## config.mk

```make
export PLATFORM = sky130hd
export DESIGN_NAME = procb_wr
export DESIGN_NICKNAME = d
export VERILOG_FILES = /design/src/rtl/procb_wr.sv
export SDC_FILE = /design/constraint.sdc
export NUM_CORES = 1
export LEC_CHECK = 0
export ABC_AREA = 1
export BUFFER_PORTS_ARGS = -buffer_cell sky130_fd_sc_hd__buf_2
export CAP_MARGIN = 20
export CORE_MARGIN = 5
export CORE_UTILIZATION = 34
export DETAILED_ROUTE_END_ITERATION = 16
export GPL_TIMING_DRIVEN = 0
export PLACE_DENSITY = 0.85
export RECOVER_POWER = 25
export SYNTH_ARGS = -nofsm -noshare
export SYNTH_HDL_FRONTEND = slang
export SYNTH_SLANG_ARGS = --single-unit
```

## constraint.sdc

```tcl
create_clock -name CLK -period 1.11 [get_ports CLK]
set_input_delay 0.111 -clock CLK [delete_from_list [all_inputs] [get_ports CLK]]
set_output_delay 0.111 -clock CLK [all_outputs]
set_load 0.02 [all_outputs]
```

## src/rtl/procb_wr.sv

```systemverilog
// procb_wr: writer end of the per-thread procb record buffer.
// Gathers one batch of records per thread and streams them into the buffer write port.
//
// state   | meaning
// --------+-----------------------------------------------------------
// S_IDLE  | no batch; waiting for a record to pick the next thread
// S_SEL   | thread address presented, buffer count settling
// S_WAIT  | waiting for the reader to drain the thread (wr_cnt == 0)
// S_WRITE | accepting records, one write per transfer
// S_DONE  | batch ended; batch_done pulse
module procb_wr #(
  parameter int N_THREADS     = 16,
  parameter int N_THREADS_MSB = $clog2(N_THREADS) - 1,
  parameter int D_WIDTH       = 32,
  parameter int A_WIDTH       = 3
) (
  input  logic                   CLK,
  input  logic                   RST_N,
  input  logic                   in_valid,
  output logic                   in_ready,
  input  logic [N_THREADS_MSB:0] in_thread,
  input  logic [D_WIDTH-1:0]     in_data,
  output logic [N_THREADS_MSB:0] wr_thread_num,
  output logic                   wr_en,
  output logic [D_WIDTH-1:0]     dout,
  input  logic [A_WIDTH-1:0]     wr_cnt,
  input  logic                   buf_err,
  output logic                   busy,
  output logic                   batch_done,
  output logic                   err
);

  localparam logic [A_WIDTH-1:0] N_REC = A_WIDTH'(2 ** (A_WIDTH - 1));

  typedef enum logic [2:0] {S_IDLE, S_SEL, S_WAIT, S_WRITE, S_DONE} state_t;

  state_t             state;
  logic [A_WIDTH-1:0] rec_cnt;
  logic               xfer;
  logic               last_rec;
  logic               thread_err;

  // Writes follow the handshake directly so records stream at one per cycle.
  assign xfer       = in_valid & in_ready;
  assign wr_en      = xfer;
  assign dout       = xfer ? in_data : '0;
  assign last_rec   = in_data[D_WIDTH-1] | in_data[D_WIDTH-2];
  assign thread_err = xfer && (in_thread != wr_thread_num);

  always_ff @(posedge CLK or negedge RST_N) begin
    if (!RST_N) begin
      state         <= S_IDLE;
      in_ready      <= 1'b0;
      wr_thread_num <= '0;
      busy          <= 1'b0;
      batch_done    <= 1'b0;
      err           <= 1'b0;
      rec_cnt       <= '0;
    end else begin
      batch_done <= 1'b0;
      if (buf_err || thread_err)
        err <= 1'b1;
      case (state)
        S_IDLE: begin
          if (in_valid) begin
            wr_thread_num <= in_thread;
            busy          <= 1'b1;
            state         <= S_SEL;
          end
        end
        S_SEL: state <= S_WAIT;
        S_WAIT: begin
          if (wr_cnt == '0) begin
            rec_cnt  <= '0;
            in_ready <= 1'b1;
            state    <= S_WRITE;
          end
        end
        S_WRITE: begin
          if (xfer) begin
            rec_cnt <= rec_cnt + 1'b1;
            // A terminating record ends the batch even when it also fills the slots.
            if (last_rec) begin
              in_ready   <= 1'b0;
              batch_done <= 1'b1;
              state      <= S_DONE;
            end else if (rec_cnt + 1'b1 == N_REC) begin
              in_ready <= 1'b0;
              state    <= S_WAIT;
            end
          end
        end
        S_DONE: begin
          busy  <= 1'b0;
          state <= S_IDLE;
        end
        default: state <= S_IDLE;
      endcase
    end
  end

endmodule

```

Word-level counts from Yosys, hierarchy flattened. Index checks and enable logic that the tools add are counted.

Bitwise logic cells: 2. Equality and inequality tests: 10. Reduce and logical (&&, ||, !) cells: 11. Muxes and demuxes: 20. $add $sub $neg: 1.

Operator list (count): two-way mux 32 bit (1); two-way mux 3 bit (7); case mux 3 bit (4 select lines) (1); two-way mux 1 bit (8); AND reduction 4 bit (2); == test 3 x 2 -> 1 bit (second input constant) (2); == test 3 bit (second input constant) (2); logical NOT 3 bit (2); inequality test 2 bit (second input constant) (3); case mux 3 bit (2 select lines) (1); inequality test 4 bit (1); case mux 1 bit (2 select lines) (2); AND reduction 2 bit (2); nonzero test 2 bit (2); adder 3 x 1 -> 3 bit (second input constant) (1); == test 3 x 1 -> 1 bit (second input constant) (1); inequality test 3 bit (second input constant) (1); AND reduction 3 bit (1); AND 1 bit (1); logical AND 1 bit (1); logical OR 1 bit (1); OR 1 bit (1).

Bits of input ports: 43. Output and inout port bits: 41. Register bits after elaboration: 14. Word-level logic and storage cells: 51.

Longest topological paths before layout. Gate-level depths: netlist (run 1).

Word-level depth: 6. Mapped depth: 8.

Worst setup path before layout (run 1). OpenSTA, ideal clock, no wires.

Path kind: register to output. From: register in_ready. To: output dout[10]. Arrival: 1.128 ns. Buffers on the path: 1. Cell stages (with the launch flop): 4. Slack: -0.129 ns. Cells stage by stage: dfrtp_1 nand2_2 buf_1 nor2_1.

Longest elaborated chain between the ends: 2.

Ends and longest elaborated chain: start, declared (line 20) `output logic in_ready,`; start signal, assigned (line 53) `in_ready <= 1'b0;`; start signal, assigned (line 75) `in_ready <= 1'b1;`; start signal, assigned (line 84) `in_ready <= 1'b0;`; AND 1 bit (line 44) `assign xfer = in_valid & in_ready;`; two-way mux 32 bit (line 46) `assign dout = xfer ? in_data : '0;`; end, declared (line 25) `output logic [D_WIDTH-1:0] dout,`.

Every way passes these cells.

Worst setup path in the final report (run 1).
From: register in_ready. To: register in_ready.

Longest elaborated chain between the ends: 3.

Ends and longest elaborated chain (line): AND 1 bit (44); inequality test 2 bit (no source line); AND reduction 4 bit (no source line).

Every way passes these cells. A chain may end at the register's enable or synchronous reset.

==> results of run 1 <==
-- worst min-delay path, cell delays in order --
cell and delay [ps]:
buf_2 80, nor2_1 30, nand2_1 50
-- worst paths after layout --
path / startpoint / to / slack (ps)
setup reg to reg: in_ready / in_ready / -210
hold / removal: buf_err / err / 20
setup / recovery: in_ready / in_ready / -210
min in group asynchronous: RST_N / wr_thread_num[0] / 440
max in group asynchronous: RST_N / state[0] / 150
hold reg to reg: err / err / 470
-- power by group through the flow --
stage | registers [mW] | logic [mW] | clock network [mW]
after floorplan | 0.994 | 1.19 | 0
after global routing | 0.936 | 3.20 | 0.392
after CTS | 0.909 | 2.74 | 0.365
after global placement | 0.870 | 1.83 | 0
final | 0.914 | 3.01 | 0.357
after detailed placement | 0.880 | 1.87 | 0
-- metrics by stage --
| stage | utilization | setup TNS [ps] | area (um2) |
|---|---|---|---|
| 2_1_floorplan | - | -95.8 | 1140 |
| 3_3_place_gp | 0.572 | -3230 | 1590 |
| 3_5_place_dp | 0.572 | -3870 | 1590 |
| 4_1_cts | 0.751 | -7250 | 2090 |
| 5_1_grt | 0.782 | -9780 | 2170 |
| 6_report | 0.782 | -7430 | 2170 |
-- layout by cell type (no fill, tap or decap), types with 2 or more instances in the layout --
cell       synthesis  layout
buf_12             0       2
buf_2              0      48
buf_4              0      18
buf_6              0      33
clkbuf_16          0       2
clkbuf_4           0       3
dfrtp_1           14      11
dfrtp_2            0       3
ha_2               0       2
inv_1             40      38
inv_2              2       3
mux2_4             0       4
nand2_1           24      18
nand2_2            1       6
nand3_1            7       5
nand3_2            2       3
nor2_1            35       3
nor2_2             2      15
nor2_4             0      19
nor3_2             0       2
o21ai_0            5       3
o21ai_1            1       3
xnor2_1            3       3
-- flip-flops by register name, summed over array words and instances, names as in the netlist --
name / cells
batch_done: 1
state: 3
rec_cnt: 3
err: 1
in_ready: 1
busy: 1
wr_thread_num: 4
-- logic make-up (layout without fill, tap and decap cells) --
kind of cell	count (synthesis)	in the layout
AO/OA/AOI/OAI	10	10
XOR/XNOR	4	4
adder cells (fa/ha/maj)	2	2
buffers and inverters	45	151
flip-flops	14	14
multiplexers	4	4
AND/OR/NAND/NOR	74	74
-- area by class of cell --
cell class	count	area, um2
Sequential cell	14	354
Timing Repair Buffer	102	786
Multi-Input combinational cell	94	734
Tap cell	31	38.8
Buffer	3	65.1
Inverter	42	160
Clock buffer	4	36.3
Fill cell	167	607
-- what timing repair did --
item | CTS | global route
setup endpoints to repair | 43 | 48
setup buffers | 12 | 5
resized for setup | 100 | 14
hold buffers | 1 | 0
pin swaps | 4 | 2
endpoints found under the hold margin | 14 | 0
gates cloned | 1 | 0
-- per-layer routing --
| layer | routed length [um] | up-vias | track usage |
|---|---|---|---|
| li1 | - | 661 | - |
| met1 | 1400 | 656 | 0.180 |
| met2 | 2620 | 47 | 0.367 |
| met3 | 214 | 10 | 0.0438 |
| met4 | 71 | 0 | 0.0208 |
| met5 | 0 | - | 0 |
==> metrics.md, run 1 <==
| Metric | Value |
|---|---|
| Comb power frac | 0.703 |
| Kind of critical path | flip-flop to flip-flop |
| Global-route wire length before repair | 5980 um |
| GP Congestion | 0.799 |
| Pre-CTS setup slack | -159 ps |
| DRT iter0 DRCs | 37 |
| Die X | 63.9 um |
| Ant. Diodes | 0 |
| Initial Util | 0.355 |
| Setup crit start kind | flip-flop |
| Placeable Area | 2780 um2 |
| Die ar. | 4080 um2 |
| Slew @ Worst Pin | 758 ps |
| Cell accounting for the most synthesized area | dfrtp_1 |
| Clk pwr share | 0.083 |
| Flop pwr share | 0.213 |
| Via count | 1374 |
| Fin. max-slew vios | 0 |
| Share of cells above drive strength 1 | 0.653 |
| Die Y | 63.9 um |
| Post-synthesis compound-gate area fraction | 0.0532 |
| Multiplexer area fraction after synthesis | 0.0456 |
| Vias in the first global route | 1358 |
| Worst path slowest cell | dfrtp_2 |
| Fin cells | 290 |
| TritonCTS Buffers | 3 |
| Final HPWL DP | 2460 um |
| Static Leak | 1.18 nW |
| Critical path peak fanout | 8 |
| Switching share of total power | 0.459 |
| Syn_nets | 198 |
| Area growth syn-to-layout | 120% |
| CP Capture Type | flip-flop |
| Total power draw | 4.28 mW |
| Clock Skew | 6.00 ps |
| Top cells by count, synth | inv_1 (40), nor2_1 (35), nand2_1 (24) |
| Area share of the largest cell type after synthesis | 0.355 |
| Hold_ws | 21.7 ps |
| Clock Tree Root | clkbuf_4 |
| Fin crit share | 1.19 |
| Ys Warns | 0 |
| Syn avg cell area | 6.45 um2 |
| Routed WL per cell | 14.9 um |
| Critical path required time | 1280 ps |
| Total global routing overflow | 0 |
| Register area share after synthesis | 0.355 |
| Io pins | 84 |
| Area share of fa/ha/maj cells after synthesis | 0.0253 |
| Asr flop ratio synth | 1.00 |
| Kind of cell adding the most delay to the critical path | flip-flops |
| Antenna viol nets, final | 0 |
| Drt total wl | 4310 um |
| RSZ-0062 raised after global routing | true |
| Pin count of the biggest net entering global routing | 15 |
| Seq cells post-synth | 14 |
| Switching power | 1.97 mW |
| Stages on worst setup path | 7 |
| Hold Fails Final Rpt | 0 |
| Simple-gate share of the synthesized area | 0.314 |
| CP bufs+invs | 2 |
| Status | complete, but fails checks |
| Later-pin clock latency in the skew report | 280 ps |
| Cells after Synth | 153 |
| Largest family of logic cells by synthesized area | simple AND/OR/NAND/NOR gates |
| Worst Hold Class | input pin to flip-flop |
| PD cells | 1970 nW/um2 |
| Most used DFF post-synth | dfrtp_1 |
| GRT Overall Usage | 0.178 |
| CTS tree | yes |
| CTS Buffer Depth | 2 |
| Vias per inst | 4.74 |
| Cell Count Post-Placement | 267 |
| Max Cap Viol | 0 |
| Antenna violations before repair | 0 |
| CTS H-Tree Depth | 1 |
| Int Pwr | 2.31 mW |
| Number of flops mapped to enable cells by yosys | 0 |
| Most frequent cell after synthesis | inv_1 |
| Slew headroom | 0.495 |
| Top cells by area, synth | dfrtp_1 (35%), inv_1 (15%), nor2_1 (13%) |
| Cell depth of the worst flop-to-flop path | 7 |
| Mapped Area | 987 um2 |
| Reg clk slew, reported paths | 80 ps |
| Port Buffer Count | 83 |
| CTS Sinks | 14 |
| Hold Path Stages | 3 |
| Failing checks | negative setup slack |
| Final setup viols | 46 |
| Drt pass-1 iters | 4 |
| Critical Path Max Stage Delay | 420 ps |
| Crit-path cells | nand2_8 > buf_4 > buf_6 > a21oi_4 > nand3_2 > nand2_2 > o21ai_1 |
| Final WS setup | -214 ps |
| Synth Area in XOR/XNOR | 0.0355 |
| Max Freq | 755 MHz |
| Post-route DRC | 0 |
| Worst VDD drop | 1.55 mV |
| Count of cell types in the netlist | 20 |
| Nets | 305 |
| Minimum clock period | 1320 ps |
| Worst Path Arrival | 1490 ps |
| Rows | 19 |
No activity file was read; power rests on OpenSTA's default activity.
==> run 2, diff against run 1 <==
--- a/config.mk
+++ b/config.mk
@@ -8,11 +8,13 @@
 export ABC_AREA = 1
 export BUFFER_PORTS_ARGS = -buffer_cell sky130_fd_sc_hd__buf_2
 export CAP_MARGIN = 20
+export CELL_PAD_IN_SITES_DETAIL_PLACEMENT = 0
+export CELL_PAD_IN_SITES_GLOBAL_PLACEMENT = 1
 export CORE_MARGIN = 5
-export CORE_UTILIZATION = 34
+export CORE_UTILIZATION = 21
 export DETAILED_ROUTE_END_ITERATION = 16
 export GPL_TIMING_DRIVEN = 0
-export PLACE_DENSITY = 0.85
+export PLACE_DENSITY = 0.84
 export RECOVER_POWER = 25
 export SYNTH_ARGS = -nofsm -noshare
 export SYNTH_HDL_FRONTEND = slang
==> metrics.md, run 2 (same netlist as run 1, synthesis figures left out) <==
| Metric | Value |
|---|---|
| Initial Util | 0.213 |
| CTS Buffer Depth | 2 |
| Die ar. | 6170 um2 |
| CTS H-Tree Depth | 1 |
| Worst Hold Class | input pin to flip-flop |
| Int Pwr | 2.30 mW |
| Most frequent cells in the layout | buf_2 (48), inv_1 (37), buf_6 (35) |
| Max reg flops | 4 |
| Via count | 1251 |
| Final setup viols | 43 |
| Total power draw | 4.13 mW |
| Io pins | 84 |
| Critical path peak fanout | 10 |
| Largest regs | wr_thread_num x4, rec_cnt x3, state x3 |
| Status | complete, but fails checks |
| Drt pass-1 iters | 4 |
| Switching power | 1.83 mW |
| PD cells | 1910 nW/um2 |
| Pin count of the biggest net entering global routing | 15 |
| Fin. max-slew vios | 0 |
| Post-route DRC | 0 |
| Clock Tree Root | clkbuf_8 |
| Final WS setup | -175 ps |
| Vias in the first global route | 1217 |
| Max Cap Viol | 0 |
| Minimum clock period | 1280 ps |
| Setup crit start kind | flip-flop |
| Port Buffer Count | 83 |
| Reg clk slew, reported paths | 60 ps |
| Rows | 25 |
| GRT Overall Usage | 0.108 |
| CP Capture Type | primary output |
| Flop pwr share | 0.222 |
| Worst hold start | buf_err |
| Hold Fails Final Rpt | 0 |
| CP startpoint | in_ready |
| Failing checks | negative setup slack |
| Static Leak | 1.17 nW |
| Clock Skew | 3.12 ps |
| Fin crit share | 1.16 |
| Global-route wire length before repair | 5480 um |
| Final HPWL DP | 2560 um |
| Area growth syn-to-layout | 120% |
| Later-pin clock latency in the skew report | 240 ps |
| RSZ-0062 raised after global routing | true |
| Critical path required time | 1000 ps |
| Antenna violations before repair | 0 |
| Die Y | 78.6 um |
| Pre-CTS setup slack | -149 ps |
| Placeable Area | 4630 um2 |
| Die X | 78.6 um |
| Vias per inst | 4.05 |
| Slew @ Worst Pin | 354 ps |
| GP Congestion | 0.743 |
| Most common cell after layout, fill and taps aside | buf_2 |
| Worst VDD drop | 0.656 mV |
| Worst Path Arrival | 1170 ps |
| Comb power frac | 0.676 |
| Biggest register | wr_thread_num |
| DRT iter0 DRCs | 36 |
| Clk pwr share | 0.103 |
| RR Startpoint | rec_cnt[1] |
| TritonCTS Buffers | 3 |
| Filler cell count | 456 |
| Setup TNS | -5600 ps |
| CTS Sinks | 14 |
| Switching share of total power | 0.444 |
| Drt total wl | 3590 um |
| Max Freq | 778 MHz |
| Antenna viol nets, final | 0 |
| Ant. Diodes | 0 |
| Routed WL per cell | 11.6 um |
| CTS tree | yes |
| Total global routing overflow | 0 |
| Slew headroom | 0.764 |
| Share of cells above drive strength 1 | 0.631 |
| Kind of critical path | flip-flop to primary output |
| Nets | 301 |
-- run 2: critical path, stage by stage (launching register included) --
cell and delay (ps):
dfrtp_2 420, nand2_8 110, buf_12 170, nor2_2 100, buf_6 130
-- run 2: final cells by class --
class / count / area [um2] / share of cell area
timing repair buffer: 98 / 764 / 0.353
multi-input combinational: 94 / 712 / 0.328
sequential: 14 / 354 / 0.163
inverter: 42 / 160 / 0.0739
tap: 54 / 67.6 / 0.0312
buffer: 3 / 65.1 / 0.0300
clock buffer: 4 / 45.0 / 0.0208
-- run 2: worst paths after layout --
| kind | slack (ps) | endpoint | depth (start not counted) |
|---|---|---|---|
| worst max-delay path | -170 | dout[8] | 4 |
| worst min-delay path | 60 | err | 3 |
| worst max register to register | -150 | state[1] | 6 |
| worst min register to register | 460 | err | 2 |
| max in group asynchronous | 490 | state[0] | 2 |
| min in group asynchronous | 340 | wr_thread_num[3] | 2 |
-- run 2: through the flow --
| stage | hold slack, ps | instance area, um2 | util | cells |
|---|---|---|---|---|
| final | 62.1 | 2170 | 0.468 | 309 |
| after detailed placement | 20.4 | 1620 | 0.350 | 290 |
| after floorplan | -185 | 1140 | - | 153 |
| after CTS | 58.1 | 2050 | 0.443 | 304 |
| after global routing | 76.4 | 2170 | 0.468 | 309 |
| after global placement | 19.1 | 1620 | 0.350 | 290 |
-- run 2: layer usage --
metal | track usage | vias up | wire [um]
li1 | - | 651 | -
met1 | 0.114 | 575 | 1190
met2 | 0.219 | 23 | 2250
met3 | 0.0206 | 2 | 129
met4 | 0.0192 | 0 | 19
met5 | 0 | - | 0
-- run 2: power by group through the flow --
stage / clock, mW / combinational [mW] / sequential (mW)
global route: 0.469 / 3.00 / 0.945
finish: 0.424 / 2.79 / 0.917
CTS: 0.426 / 2.62 / 0.903
detailed placement: 0 / 1.88 / 0.878
global placement: 0 / 1.86 / 0.871
floorplan: 0 / 1.19 / 0.994
-- run 2: what timing repair did --
action | in CTS | in global routing
endpoints found under the hold margin | 14 | 0
resized for setup | 87 | 24
cloned | 1 | 0
setup buffers | 8 | 5
hold buffers | 1 | 0
endpoints found under the setup margin | 42 | 45
pin swaps | 4 | 8
